### src/rtl/wave_display_pkg.sv
// Shared constants and types for the waveform display read path.
package wave_display_pkg;

  // Screen window geometry: 256 samples at 2 px each, 256 rows of amplitude.
  localparam int WIN_W       = 512;
  localparam int WIN_H       = 256;

  // Cycles from x/y presented to r/g/b valid (RAM read + output register).
  localparam int PIX_LATENCY = 2;

  localparam logic [23:0] TRACE_RGB_DEF = 24'hFFFFFF;
  localparam logic [23:0] GRID_RGB_DEF  = 24'h303030;

  typedef struct packed {
    logic [7:0] r;
    logic [7:0] g;
    logic [7:0] b;
  } rgb_t;

endpackage

### src/rtl/wave_trace_pipe.sv
// Two-stage alignment of window decode with RAM read data, plus the
// current/previous sample tracking and the lit decision for the trace.
module wave_trace_pipe (
  input  logic       clk,
  input  logic       reset,
  input  logic [8:0] addr,
  input  logic       in_win,
  input  logic [7:0] y_off,
  input  logic       first_col,
  input  logic       valid,
  input  logic [7:0] read_value,
  output logic       valid_q,
  output logic       lit_q
);

  logic [8:0] addr_s1, addr_s2;
  logic       in_win_s1, first_s1, valid_s1;
  logic [7:0] y_off_s1;
  logic [7:0] cur_s, prev_s;
  logic [7:0] cur_n, prev_n;
  logic [7:0] top_prev, top_cur, span_lo, span_hi;
  logic       lit_n;

  // Stage 1: hold the decode of the pixel whose RAM data arrives this cycle.
  // NOTE: clocked state uses non-blocking assignments so every flop samples
  // pre-edge values regardless of the order blocks are evaluated in.
  always_ff @(posedge clk or posedge reset) begin
    if (reset) begin
      addr_s1   <= '0;
      in_win_s1 <= 1'b0;
      y_off_s1  <= '0;
      first_s1  <= 1'b0;
      valid_s1  <= 1'b0;
    end else begin
      addr_s1   <= addr;
      in_win_s1 <= in_win;
      y_off_s1  <= y_off;
      first_s1  <= first_col;
      valid_s1  <= valid;
    end
  end

  // Advance the sample pair on a new address; the first column seeds both
  // samples with the same value so no segment is drawn from the previous row.
  // NOTE: every signal gets a default first so no path leaves it unassigned,
  // which would otherwise infer a latch.
  always_comb begin
    cur_n  = cur_s;
    prev_n = prev_s;
    if (first_s1) begin
      cur_n  = read_value;
      prev_n = read_value;
    end else if (addr_s1 != addr_s2) begin
      cur_n  = read_value;
      prev_n = cur_s;
    end
    // Sample 0 is at the bottom row, so row offset = 255 - sample.
    top_prev = 8'd255 - prev_n;
    top_cur  = 8'd255 - cur_n;
    span_lo  = (top_prev < top_cur) ? top_prev : top_cur;
    span_hi  = (top_prev < top_cur) ? top_cur  : top_prev;
    lit_n    = in_win_s1 && (y_off_s1 >= span_lo) && (y_off_s1 <= span_hi);
  end

  // Stage 2: registered sample pair and pixel result.
  always_ff @(posedge clk or posedge reset) begin
    if (reset) begin
      addr_s2 <= '0;
      cur_s   <= '0;
      prev_s  <= '0;
      valid_q <= 1'b0;
      lit_q   <= 1'b0;
    end else begin
      addr_s2 <= addr_s1;
      cur_s   <= cur_n;
      prev_s  <= prev_n;
      valid_q <= valid_s1;
      lit_q   <= lit_n;
    end
  end

endmodule

### src/rtl/wave_display.sv
// Read side of the double-buffered waveform RAM: maps scan coordinates to
// RAM addresses and renders the selected half-buffer as a connected trace.
// Optional background grid is enabled by defining WAVE_DISPLAY_GRID_EN.
module wave_display
  import wave_display_pkg::*;
#(
  parameter logic [10:0] X_START   = 11'd128,
  parameter logic [9:0]  Y_START   = 10'd256,
  parameter logic [23:0] TRACE_RGB = TRACE_RGB_DEF
`ifdef WAVE_DISPLAY_GRID_EN
  , parameter logic [23:0] GRID_RGB = GRID_RGB_DEF
`endif
) (
  input  logic        clk,
  input  logic        reset,
  input  logic [10:0] x,
  input  logic [9:0]  y,
  input  logic        valid,
  input  logic        read_index,
  input  logic [7:0]  read_value,
  output logic [8:0]  read_address,
  output logic        valid_pixel,
  output logic [7:0]  r,
  output logic [7:0]  g,
  output logic [7:0]  b,
  output logic        wave_display_idle
);

  localparam logic [11:0] X_END = {1'b0, X_START} + 12'(WIN_W);
  localparam logic [10:0] Y_END = {1'b0, Y_START} + 11'(WIN_H);

  logic [8:0] x_off;
  logic [7:0] y_off, sample_idx;
  logic       in_rows, in_win, first_col;
  logic       rd_idx_q, idle_q;
  logic       valid_q, lit_q;
  rgb_t       pix;

  // Window decode; offsets only need the bits inside the window.
  assign x_off      = 9'(x - X_START);
  assign y_off      = 8'(y - Y_START);
  assign in_rows    = (y >= Y_START) && ({1'b0, y} < Y_END);
  assign in_win     = valid && in_rows && (x >= X_START) && ({1'b0, x} < X_END);
  assign sample_idx = in_win ? x_off[8:1] : 8'd0;
  assign first_col  = in_win && (x_off == 9'd0);

  assign read_address = {rd_idx_q, sample_idx};

  // Buffer select only follows read_index between frames, so a swap can
  // never tear the trace mid-window.
  always_ff @(posedge clk or posedge reset) begin
    if (reset) begin
      idle_q   <= 1'b0;
      rd_idx_q <= 1'b0;
    end else begin
      idle_q <= valid && !in_rows;
      if (idle_q) rd_idx_q <= read_index;
    end
  end

  wave_trace_pipe u_trace (
    .clk        (clk),
    .reset      (reset),
    .addr       (read_address),
    .in_win     (in_win),
    .y_off      (y_off),
    .first_col  (first_col),
    .valid      (valid),
    .read_value (read_value),
    .valid_q    (valid_q),
    .lit_q      (lit_q)
  );

`ifdef WAVE_DISPLAY_GRID_EN
  logic grid_c, grid_s1, grid_s2;
  assign grid_c = in_win && ((x_off[4:0] == 5'd0) || (y_off[4:0] == 5'd0));

  // Delay the grid flag to line up with the trace pipeline.
  always_ff @(posedge clk or posedge reset) begin
    if (reset) begin
      grid_s1 <= 1'b0;
      grid_s2 <= 1'b0;
    end else begin
      grid_s1 <= grid_c;
      grid_s2 <= grid_s1;
    end
  end
`endif

  // Colour select from registered flags; the trace wins over the grid.
  always_comb begin
    pix = '0;
    if (lit_q) pix = TRACE_RGB;
`ifdef WAVE_DISPLAY_GRID_EN
    else if (grid_s2) pix = GRID_RGB;
`endif
  end

  assign r                 = pix.r;
  assign g                 = pix.g;
  assign b                 = pix.b;
  assign valid_pixel       = valid_q;
  assign wave_display_idle = idle_q;

endmodule
### config.mk
export PLATFORM = sky130hd
export DESIGN_NAME = wave_display
export DESIGN_NICKNAME = d
export VERILOG_FILES = /design/src/rtl/wave_display_pkg.sv /design/src/rtl/wave_trace_pipe.sv /design/src/rtl/wave_display.sv
export SDC_FILE = /design/constraint.sdc
export NUM_CORES = 1
export LEC_CHECK = 0
export CORE_UTILIZATION = 35
export CTS_CLUSTER_SIZE = 20
export DETAILED_ROUTE_END_ITERATION = 10
export GPL_ROUTABILITY_DRIVEN = 0
export PLACE_DENSITY = 0.67
export SYNTH_ARGS = -nofsm -noshare
export SYNTH_HDL_FRONTEND = slang
export SYNTH_SLANG_ARGS = --single-unit
### constraint.sdc
create_clock -name clk -period 12.9 [get_ports clk]
set_clock_uncertainty 0.1 [all_clocks]
set_input_delay 3.87 -clock clk [delete_from_list [all_inputs] [get_ports clk]]
set_output_delay 3.87 -clock clk [all_outputs]
set_load 0.005 [all_outputs]
==> impl_table.tex <==
\begin{tabular}{lr}
\hline
Metric & Value \\
\hline
\multicolumn{2}{l}{\textbf{Die}} \\
Die Span X & 90.5 um \\
Ports & about 70 \\
Core region area & around 7400 um2 \\
Cell row count & 31 \\
Effective utilization at floorplan & 0.370 \\
Die Footprint & roughly 8000 um2 \\
Overall die height & $\sim$90 um \\
\multicolumn{2}{l}{\textbf{Synthesis}} \\
Count of yosys warnings during synthesis & 0 \\
Number of distinct library cell variants in the gate-level netlist after synthesis & 36 \\
Fraction of the yosys area taken by sequential cells & 0.447 \\
Instance count of the mapped netlist & approximately 240 \\
Share of synthesized cell area in and, or, nand and nor gates & 0.0775 \\
Syn nets & 297 \\
Cell Area, Synth & 2740 um2 \\
Yosys reg bits & 49 \\
Multiplexer fraction of the synthesized cell area & 0.155 \\
Adder-cell share of the synthesized area & 0.105 \\
Synthesized-area fraction occupied by ao, oa, aoi and oai cells & 0.0716 \\
Mean area per synthesized cell & about 11 um2 \\
Synth Area in XOR/XNOR & 0.0287 \\
Combinational family with the most area after synthesis & multiplexers \\
\multicolumn{2}{l}{\textbf{Routing}} \\
Detailed-route via count & approximately 1800 \\
Post-detailed-route count of antenna-violating nets & 0 \\
Detailed Route WL & around 5200 um \\
Starting DRC count in detailed routing & slightly below 90 \\
Count of unresolved DRC violations after routing & 0 \\
Drt pass-1 iters & 4 \\
Average routed wire per standard cell & 13.5 um \\
Via-per-instance ratio & about 4.6 \\
\multicolumn{2}{l}{\textbf{Status}} \\
Outcome & complete, no violations \\
\multicolumn{2}{l}{\textbf{Power and ir drop}} \\
Peak supply drop & between 0.05 and 0.06 mV \\
Standby leakage power & 1.58 nW \\
PwrDens & 170 nW/um2 \\
\multicolumn{2}{l}{\textbf{Worst setup path}} \\
Crit path top cell by count & clkdlybuf4s50\_1 \\
Critical path class & input port to output pin \\
Standard cell with the maximum stage delay on the critical path & nor3\_1 \\
Delay contributed by the slowest stage of the critical path & a little over 0.6 ns \\
Sequence of cells on the critical path & clkdlybuf4s50\_1 -> inv\_1 -> nor4\_1 -> a311oi\_1 -> nor3\_1 -> and2\_1 -> clkdlybuf4s50\_1 \\
Nature of the critical path endpoint & output pin \\
Kind of launch point of the worst setup path & input port \\
CP arrival & roughly 6.4 ns \\
CP top delay family & simple AND/OR/NAND/NOR gates \\
Buffers \& Inverters on Critical Path & 3 \\
Worst-path maximum fanout & 8 \\
Critical path data required time & between 8 and 9 ns \\
\multicolumn{2}{l}{\textbf{Clocking}} \\
CTS clk-pin slew, worst paths & 0.09 ns \\
Level count of the clock H-tree & 2 \\
Clock latency of the later-clocked register in the worst-skew pair & just over 0.3 ns \\
Clock tree from TritonCTS & built \\
CTS root buf & clkbuf\_8 \\
Maximum clock path buffer count & 2 \\
Cts bufs inserted & 5 \\
Post-cts hold buffer count & 0 \\
Clock Sink Count & 49 \\
Post-CTS Setup Bufs & 0 \\
Total of cells resized after clock tree synthesis & 0 \\
\multicolumn{2}{l}{\textbf{STA}} \\
Time the worst path needs with I/O delays and setup & 10.32 ns \\
Setup tns final & 0 ns \\
Post-route clock period utilization & 0.800 \\
Number of failing setup endpoints in the final timing report & 0 \\
Fin Hold WS & between 0.2 and 0.3 ns \\
RSZ-0062 raised after global routing & no \\
Number of pins exceeding their max-slew limit in the final report & 0 \\
Number of hold violations in the final report & 0 \\
Highest attainable clock frequency & 0.0969 GHz \\
Setup slack after layout & between 2 and 3 ns \\
Worst slew pin tran & 0.998 ns \\
Worst-case headroom to the max-slew limit & 0.334 \\
\multicolumn{2}{l}{\textbf{Cells and area}} \\
Most common cell after layout, fill and taps aside & clkdlybuf4s50\_1 \\
Fin cells & around 390 \\
N\_diodes & 0 \\
Fraction of layout instances using a drive strength above 1 & 0.0801 \\
Final net count & $\sim$340 \\
Total area of sequential cells & about 1200 um2 \\
Footprint of the multi-input gates & $\sim$1200 um2 \\
Layout fillers & $\sim$700 \\
Layout overhead on the synthesized area & 24.4\% \\
Most frequent cells in the layout & 67 x clkdlybuf4s50\_1, 49 x dfrtp\_1, 30 x mux2i\_1 \\
\multicolumn{2}{l}{\textbf{GRT}} \\
Pin count of the biggest net entering global routing & 50 \\
First-pass GRT wire length & around 9000 um \\
Via count of the first global-routing pass & approximately 1800 \\
Residual overflow from global routing & 0 \\
Global-route total usage across every layer & 0.137 \\
Number of antenna violations at the first check in global routing & 0 \\
\multicolumn{2}{l}{\textbf{Flow run}} \\
Count of maximum capacitance violations & 0 \\
\multicolumn{2}{l}{\textbf{Min path}} \\
Worst hold-check path type & flop to flop \\
\multicolumn{2}{l}{\textbf{Place}} \\
Hpwl dp & 4010 um \\
Port Buffer Count & between 60 and 70 \\
Setup Slack @ Placement & $\sim$2.6 ns \\
\# placed instances & about 380 \\
\hline
\end{tabular}
## layout make-up
cell class | instances | area share
clock inverters | 3 | 0.00733
well taps | 99 | 0.0363
flip-flops and latches | 49 | 0.359
repair buffers | 68 | 0.199
clock buffers | 5 | 0.0202
inverters | 24 | 0.0264
multi-input cells | 138 | 0.352
## registers in the layout (all words and copies together) (netlist names)
name and flops:
u_trace.prev_s 8, u_trace.addr_s1 9, wave_display_idle 1, u_trace.cur_s 8, u_trace.y_off_s1 8, u_trace.in_win_s1 1
u_trace.lit_q 1, u_trace.valid_q 1, u_trace.addr_s2 9, rd_idx_q 1, u_trace.valid_s1 1, u_trace.first_s1 1
## path summary, 6_finish.rpt
path                                              startpoint                             to  slack, ns  depth (start not counted)
worst max-delay path                                    x[7]                read_address[2]       2.58                          7
worst min-delay path              u_trace.valid_s1$_DFF_PP0_      u_trace.valid_q$_DFF_PP0_       0.26                          0
worst max register to register  u_trace.addr_s1[8]$_DFF_PP0_        u_trace.lit_q$_DFF_PP0_       7.57                         20
worst min register to register    u_trace.valid_s1$_DFF_PP0_      u_trace.valid_q$_DFF_PP0_       0.26                          0
max in group asynchronous                              reset   u_trace.addr_s2[4]$_DFF_PP0_       8.07                          2
min in group asynchronous                              reset  u_trace.y_off_s1[0]$_DFF_PP0_       4.00                          2
## logic make-up after synthesis
family          after synthesis
xor+xnor                      9
compound gates               30
fa+ha+maj                    23
simple gates                 35
buf+inv                      54
flops                        49
mux                          41
## stage by stage
stage	cell area (um2)	power [W]	utilization
after CTS	3410	0.000586	0.461
after floorplan	2740	0.000433	-
after global placement	3320	0.000481	0.448
after detailed placement	3320	0.000488	0.448
final	3410	0.000579	0.461
after global routing	3410	0.000638	0.461
## cell usage after synthesis (all sizes together)
master | count | share of area
nand4 | 2 | 0.0046
a211oi | 1 | 0.0027
nor3b | 1 | 0.0027
o21a | 4 | 0.011
and2 | 6 | 0.014
nor2b | 3 | 0.0068
a311oi | 1 | 0.0032
and2b | 1 | 0.0027
a21oi | 6 | 0.011
and4 | 1 | 0.0032
or4 | 1 | 0.0027
xnor2 | 7 | 0.022
a31oi | 1 | 0.0023
o21ai | 6 | 0.011
o221ai | 1 | 0.0032
nand2b | 3 | 0.0068
buf | 30 | 0.083
nor3 | 2 | 0.0036
o32ai | 1 | 0.0032
mux2 | 11 | 0.045
a21boi | 1 | 0.0027
inv | 24 | 0.033
nand3 | 3 | 0.0055
o22ai | 2 | 0.0046
nor2 | 3 | 0.0041
a21o | 5 | 0.014
mux2i | 30 | 0.11
dfrtp | 49 | 0.45
nand2 | 2 | 0.0027
a31o | 1 | 0.0032
xor2 | 2 | 0.0064
ha | 23 | 0.10
nor4 | 7 | 0.018
## power by group
part,switching [W],total (W),internal [W]
registers,0.0000104,0.000186,0.000176
logic,0.000148,0.000299,0.000151
clock network,0.0000550,0.0000942,0.0000392
total,0.000213,0.000579,0.000366
## per-layer routing
metal	vias to the layer above	part of all wire	wire (um)	global-route usage
li1	903	-	-	-
met1	848	0.47	2460	0.173
met2	19	0.49	2550	0.227
met3	7	0.025	129	0.0320
met4	0	0.015	80	0.0484
met5	-	0	0	0
Note: power is estimated with default switching activity, not from simulation.
